`src/rtl/sha_256_stream.sv`:
```
// Streaming SHA-256/SHA-224 core: absorbs pre-padded 512-bit blocks, chains H across
// the blocks of a message and presents the digest once the block tagged last completes.
module sha_256_stream #(
    parameter int MSG_SIZ     = 512,
    parameter int HASH_SIZE   = 256,
    parameter int RND_PER_CYC = 1,
    parameter int BLK_CNT_W   = 16
) (
    input  logic                 usr_clk,
    input  logic                 usr_reset_n,
    input  logic                 i_valid,
    output logic                 o_ready,
    input  logic [MSG_SIZ-1:0]   i_msg,
    input  logic                 i_last,
    input  logic                 i_mode,
    output logic                 o_valid,
    input  logic                 i_ready,
    output logic [HASH_SIZE-1:0] o_hash,
    output logic [BLK_CNT_W-1:0] o_blk_cnt,
    output logic                 o_busy
);

    generate
        if (MSG_SIZ != 512 || HASH_SIZE != 256 ||
            !(RND_PER_CYC == 1 || RND_PER_CYC == 2 || RND_PER_CYC == 4 || RND_PER_CYC == 8)) begin : g_bad_param
            $error("sha_256_stream: illegal parameter set");
        end
    endgenerate

    localparam logic [5:0] T_STEP = 6'(RND_PER_CYC);
    localparam logic [5:0] T_LAST = 6'(64 - RND_PER_CYC);

    localparam logic [31:0] K_ROM [64] = '{
        32'h428a2f98, 32'h71374491, 32'hb5c0fbcf, 32'he9b5dba5, 32'h3956c25b, 32'h59f111f1, 32'h923f82a4, 32'hab1c5ed5,
        32'hd807aa98, 32'h12835b01, 32'h243185be, 32'h550c7dc3, 32'h72be5d74, 32'h80deb1fe, 32'h9bdc06a7, 32'hc19bf174,
        32'he49b69c1, 32'hefbe4786, 32'h0fc19dc6, 32'h240ca1cc, 32'h2de92c6f, 32'h4a7484aa, 32'h5cb0a9dc, 32'h76f988da,
        32'h983e5152, 32'ha831c66d, 32'hb00327c8, 32'hbf597fc7, 32'hc6e00bf3, 32'hd5a79147, 32'h06ca6351, 32'h14292967,
        32'h27b70a85, 32'h2e1b2138, 32'h4d2c6dfc, 32'h53380d13, 32'h650a7354, 32'h766a0abb, 32'h81c2c92e, 32'h92722c85,
        32'ha2bfe8a1, 32'ha81a664b, 32'hc24b8b70, 32'hc76c51a3, 32'hd192e819, 32'hd6990624, 32'hf40e3585, 32'h106aa070,
        32'h19a4c116, 32'h1e376c08, 32'h2748774c, 32'h34b0bcb5, 32'h391c0cb3, 32'h4ed8aa4a, 32'h5b9cca4f, 32'h682e6ff3,
        32'h748f82ee, 32'h78a5636f, 32'h84c87814, 32'h8cc70208, 32'h90befffa, 32'ha4506ceb, 32'hbef9a3f7, 32'hc67178f2
    };

    localparam logic [31:0] IV_256 [8] = '{
        32'h6a09e667, 32'hbb67ae85, 32'h3c6ef372, 32'ha54ff53a,
        32'h510e527f, 32'h9b05688c, 32'h1f83d9ab, 32'h5be0cd19
    };
    localparam logic [31:0] IV_224 [8] = '{
        32'hc1059ed8, 32'h367cd507, 32'h3070dd17, 32'hf70e5939,
        32'hffc00b31, 32'h68581511, 32'h64f98fa7, 32'hbefa4fa4
    };

    typedef enum logic [2:0] {IDLE, WAIT_BLK, COMP, UPDATE, DONE} state_t;

    function automatic logic [31:0] rotr(input logic [31:0] x, input int n);
        return (x >> n) | (x << (32 - n));
    endfunction

    function automatic logic [31:0] big_sig0(input logic [31:0] x);
        return rotr(x, 2) ^ rotr(x, 13) ^ rotr(x, 22);
    endfunction

    function automatic logic [31:0] big_sig1(input logic [31:0] x);
        return rotr(x, 6) ^ rotr(x, 11) ^ rotr(x, 25);
    endfunction

    function automatic logic [31:0] small_sig0(input logic [31:0] x);
        return rotr(x, 7) ^ rotr(x, 18) ^ (x >> 3);
    endfunction

    function automatic logic [31:0] small_sig1(input logic [31:0] x);
        return rotr(x, 17) ^ rotr(x, 19) ^ (x >> 10);
    endfunction

    state_t                 state_q, state_d;
    logic [31:0]            h_q  [8];
    logic [31:0]            h_d  [8];
    logic [31:0]            wk_q [8];
    logic [31:0]            wk_d [8];
    logic [31:0]            w_q  [16];
    logic [31:0]            w_d  [16];
    logic [5:0]             t_q, t_d;
    logic                   mode_q, mode_d;
    logic                   last_q, last_d;
    logic [BLK_CNT_W-1:0]   blk_cnt_q, blk_cnt_d;
    logic [HASH_SIZE-1:0]   hash_q, hash_d;

    logic [31:0]            msg_w [16];
    logic [31:0]            wk_c  [8];
    logic [31:0]            win_c [16];
    logic [5:0]             k_idx;
    logic [31:0]            t1, t2, w_new;
    logic                   ready_c;

    genvar gi;
    generate
        for (gi = 0; gi < 16; gi++) begin : g_msg_word
            assign msg_w[gi] = i_msg[MSG_SIZ-1-32*gi -: 32];
        end
    endgenerate

    // RND_PER_CYC rounds chained combinationally; the window slides by one word per round.
    always_comb begin
        wk_c  = wk_q;
        win_c = w_q;
        k_idx = t_q;
        t1    = '0;
        t2    = '0;
        w_new = '0;
        for (int r = 0; r < RND_PER_CYC; r++) begin
            k_idx = t_q + 6'(r);
            t1 = wk_c[7] + big_sig1(wk_c[4]) + ((wk_c[4] & wk_c[5]) ^ (~wk_c[4] & wk_c[6]))
               + K_ROM[k_idx] + win_c[0];
            t2 = big_sig0(wk_c[0]) + ((wk_c[0] & wk_c[1]) ^ (wk_c[0] & wk_c[2]) ^ (wk_c[1] & wk_c[2]));
            w_new = small_sig1(win_c[14]) + win_c[9] + small_sig0(win_c[1]) + win_c[0];
            for (int j = 7; j > 0; j--) begin
                wk_c[j] = wk_c[j-1];
            end
            wk_c[4] = wk_c[4] + t1;
            wk_c[0] = t1 + t2;
            for (int j = 0; j < 15; j++) begin
                win_c[j] = win_c[j+1];
            end
            win_c[15] = w_new;
        end
    end

    assign ready_c = (state_q == IDLE) || (state_q == WAIT_BLK);

    always_comb begin
        state_d   = state_q;
        h_d       = h_q;
        wk_d      = wk_q;
        w_d       = w_q;
        t_d       = t_q;
        mode_d    = mode_q;
        last_d    = last_q;
        blk_cnt_d = blk_cnt_q;
        hash_d    = hash_q;
        case (state_q)
            IDLE: begin
                if (i_valid) begin
                    w_d       = msg_w;
                    mode_d    = i_mode;
                    last_d    = i_last;
                    h_d       = i_mode ? IV_224 : IV_256;
                    wk_d      = i_mode ? IV_224 : IV_256;
                    blk_cnt_d = BLK_CNT_W'(1);
                    t_d       = '0;
                    state_d   = COMP;
                end
            end
            WAIT_BLK: begin
                if (i_valid) begin
                    w_d     = msg_w;
                    last_d  = i_last;
                    wk_d    = h_q;
                    t_d     = '0;
                    state_d = COMP;
                    if (blk_cnt_q != '1) begin
                        blk_cnt_d = blk_cnt_q + BLK_CNT_W'(1);
                    end
                end
            end
            COMP: begin
                wk_d = wk_c;
                w_d  = win_c;
                t_d  = t_q + T_STEP;
                if (t_q == T_LAST) begin
                    state_d = UPDATE;
                end
            end
            UPDATE: begin
                for (int i = 0; i < 8; i++) begin
                    h_d[i] = h_q[i] + wk_q[i];
                end
                if (last_q) begin
                    for (int i = 0; i < 8; i++) begin
                        hash_d[255-32*i -: 32] = h_d[i];
                    end
                    // SHA-224 truncates to H0..H6; the low word is forced to zero.
                    if (mode_q) begin
                        hash_d[31:0] = '0;
                    end
                    state_d = DONE;
                end else begin
                    state_d = WAIT_BLK;
                end
            end
            DONE: begin
                if (i_ready) begin
                    state_d = IDLE;
                end
            end
            default: state_d = IDLE;
        endcase
    end

    always_ff @(posedge usr_clk) begin
        if (!usr_reset_n) begin
            state_q   <= IDLE;
            hash_q    <= '0;
            blk_cnt_q <= '0;
        end else begin
            state_q   <= state_d;
            hash_q    <= hash_d;
            blk_cnt_q <= blk_cnt_d;
        end
    end

    // Datapath state is only meaningful after an accept, so it carries no reset.
    always_ff @(posedge usr_clk) begin
        h_q    <= h_d;
        wk_q   <= wk_d;
        w_q    <= w_d;
        t_q    <= t_d;
        mode_q <= mode_d;
        last_q <= last_d;
    end

    assign o_ready   = ready_c;
    assign o_valid   = (state_q == DONE);
    assign o_busy    = (state_q != IDLE);
    assign o_hash    = hash_q;
    assign o_blk_cnt = blk_cnt_q;

endmodule

```
`config.mk`:
```
export PLATFORM = sky130hd
export DESIGN_NAME = sha_256_stream
export DESIGN_NICKNAME = d
export VERILOG_FILES = /design/src/rtl/sha_256_stream.sv
export SDC_FILE = /design/constraint.sdc
export NUM_CORES = 2
export LEC_CHECK = 0
export ABC_AREA = 1
export CAP_MARGIN = 20
export CORE_MARGIN = 2
export CORE_UTILIZATION = 47
export DETAILED_ROUTE_END_ITERATION = 12
export PLACE_DENSITY_LB_ADDON = 0.2
export SLEW_MARGIN = 20
export SYNTH_ARGS = -nofsm -noshare
export SYNTH_HDL_FRONTEND = slang
export SYNTH_SLANG_ARGS = --single-unit
```
`constraint.sdc`:
```
create_clock -name usr_clk -period 24.9 [get_ports usr_clk]
set_clock_uncertainty 0.15 [all_clocks]
set_input_delay 2.49 -clock usr_clk [delete_from_list [all_inputs] [get_ports usr_clk]]
set_output_delay 2.49 -clock usr_clk [all_outputs]
set_load 0.01 [all_outputs]
```
==> metrics.txt <==
vias in the first global route 75.55k; area occupied by multi-input gates 0.04237 mm2; die area 0.1855 mm2; HP Class flop to flop; Setup crit start kind flop; XOR/XNOR Fraction of Synth Area 4.073%; Worst Setup End Kind flop; final WL 368.1 mm; Synth Area in Simple Gates 22.93%; delay-heaviest family, CP compound AO/OA/AOI/OAI gates; most frequent cells after synthesis 3284 x nand2_1, 1354 x inv_1, 1032 x edfxtp_1; Die Wd 430.7 um; Slowest-stage cell, CP a221oi_1; R2R depth 34; Die Span Y 430.7 um; antenna violations before repair 50; Slew @ Worst Pin 1.158 ns; clock-pin slew on the worst setup and hold paths 0.06 ns; WP depth 34; number of synthesized flops with an enable pin 1032; CP required 25.31 ns; largest net degree at the start of global routing 249; Finish-stage setup viols 0; Syn Area/Cell 8.040 um2; minimum clock period after layout 8.285 ns; ranking of synthesized cells by area edfxtp_1 36%, nand2_1 14%, dfxtp_1 6.4%; Storage cell area 0.03650 mm2; initial core utilization 47.30%; Final HPWL DP 286.7 mm; count of final hold-check violations 0; fill cell count 16.95k; Area Overhead vs Synth 17.14%; row cnt 156; TNS Setup 0 ns; via count of the routed design 79.57k; root buf cell clkbuf_16; Mapped Nets 11.76k; count of different cell masters after synthesis 72; r2r setup slk 16.62 ns; #FFs+latches synth 1307; CP peak stage delay 0.75 ns; # hold bufs at CTS 0; most common cell in the netlist nand2_1; first-pass GRT wire length 520.1 mm; gpl congestion 1.029; Crit Path Class flop to flop; share of the synthesized area in the top cell type 36.21%; crit-path max FO 17; Hold Path Cell Cnt 2; arrival time worst endpoint 8.70 ns; compound-cell area share of the yosys netlist 12.01%; CTS resizes 0; MaxCap Viol Count 0; number of DRC markers in iteration 0 9951; layout cells sized above 1 3.724%; ANT nets after route 0; most used cell, CP nand2_1; Synth Instances 10.65k; ys flop type edfxtp_1; IO Count 793; leading area contributor after synthesis edfxtp_1; GRT Total Usage 38.43%; drt first pass iters 9; layout net count 12.38k; htree depth 4; final worst-path cycle share 33.27%; core area 0.1809 mm2; TritonCTS clock tree yes; status completed; crit path buf inv count 6; largest family of logic cells by synthesized area simple AND/OR/NAND/NOR gates; Slew headroom 21.95%; # Post-CTS Setup Buffers 0; clk_lat worst skew 0.83 ns; Post-synth ARST share 0%; Bufs on Longest Clock Path 3; synth warn 0; RSZ-0062 raised after global routing no; post-synthesis adder-cell area fraction 10.40%; mux cell area share after synthesis 0.01170%; total gr overflow 0; highest achievable clock rate 120.7 MHz; total CTS buffers 149; DRC 0; Slew Limit Fails 0; sequential share of the synthesized area 42.64%; buffers added on ports 792; mapped cell area 0.08559 mm2; routed wire length per instance 26.69 um; vias per std cell 5.770; Clock Sinks 1307
==> cells by family after synthesis <==
| kind of cell | count (synthesis) |
|---|---|
| fa+ha+maj | 593 |
| compound gates | 1749 |
| buf+inv | 1755 |
| mux | 1 |
| xor+xnor | 398 |
| simple gates | 4842 |
| flops | 1307 |
==> state kept, by name, summed over array words and instances, names as in the netlist <==
signal	cells
wk_q	64
o_hash	256
o_blk_cnt	16
h_q	256
state_q	3
last_q	1
wk_c	192
w_q	512
t_q	6
mode_q	1
==> worst min-delay path, delay by kind of cell, from the launching register on <==
kind / cells / cell delay, ns
AND/OR/NAND/NOR: 1 / 0.06
flip-flops: 1 / 0.30
AO/OA/AOI/OAI: 1 / 0.05
==> placed cells by master, fill, tap and decap left out, drive strengths merged, types with 6 or more instances in the layout <==
cell	n
nand2	3296
a21boi	18
a21oi	626
buf	58
inv	1385
clkbuf	192
nor2	711
dfxtp	275
o211ai	190
o221a	8
clkdlybuf4s50	791
xnor2	176
xor2	222
a22o	12
a211oi	16
o21ai	560
o21a	16
o21bai	69
diode	35
fa	197
nand3	570
o221ai	18
bufinv	6
clkinv	61
o22ai	10
nand4	68
edfxtp	1032
nand3b	20
a31oi	106
o31ai	11
nor4	26
ha	396
a21o	43
nor3	85
or2	57
a221oi	14
==> metal layers <==
layer / wire length (um) / up-vias / track usage, %
met5: 115 / - / 0
met4: 20830 / 18 / 19.79
met3: 34210 / 788 / 7.577
met2: 166200 / 4068 / 59.95
met1: 146800 / 38300 / 50.75
li1: - / 36400 / -
==> through the flow <==
step	instances	instance area (um2)	util (%)	worst slack (ns)	hold slack, ns
3_5_place_dp	13490	95430	52.74	16.76	0.3054
6_report	13790	100300	55.41	16.62	0.3123
2_1_floorplan	10650	85590	-	3.083	0.3356
3_3_place_gp	13490	95430	52.74	16.82	0.3027
5_1_grt	13780	100200	55.40	15.85	0.3321
4_1_cts	13760	100100	55.34	16.74	0.3134
==> final cells by class <==
| type | instances | area share (%) |
|---|---|---|
| clock buffers | 191 | 3.979 |
| diodes | 35 | 0.08736 |
| well taps | 2370 | 2.958 |
| inverters | 1377 | 5.171 |
| repair buffers | 850 | 8.434 |
| multi-input cells | 7583 | 42.27 |
| flip-flops and latches | 1307 | 36.40 |
| clock inverters | 79 | 0.7002 |
==> final timing paths <==
kind,from,end
setup / recovery,t_q[0],wk_c[218]
hold / removal,o_hash[10],o_hash[10]
setup reg to reg,t_q[0],wk_c[218]
hold reg to reg,o_hash[10],o_hash[10]
Power is left out: the tool's default activity adds up to more than one toggle a clock period on the data nets, which glitch-free logic cannot reach.
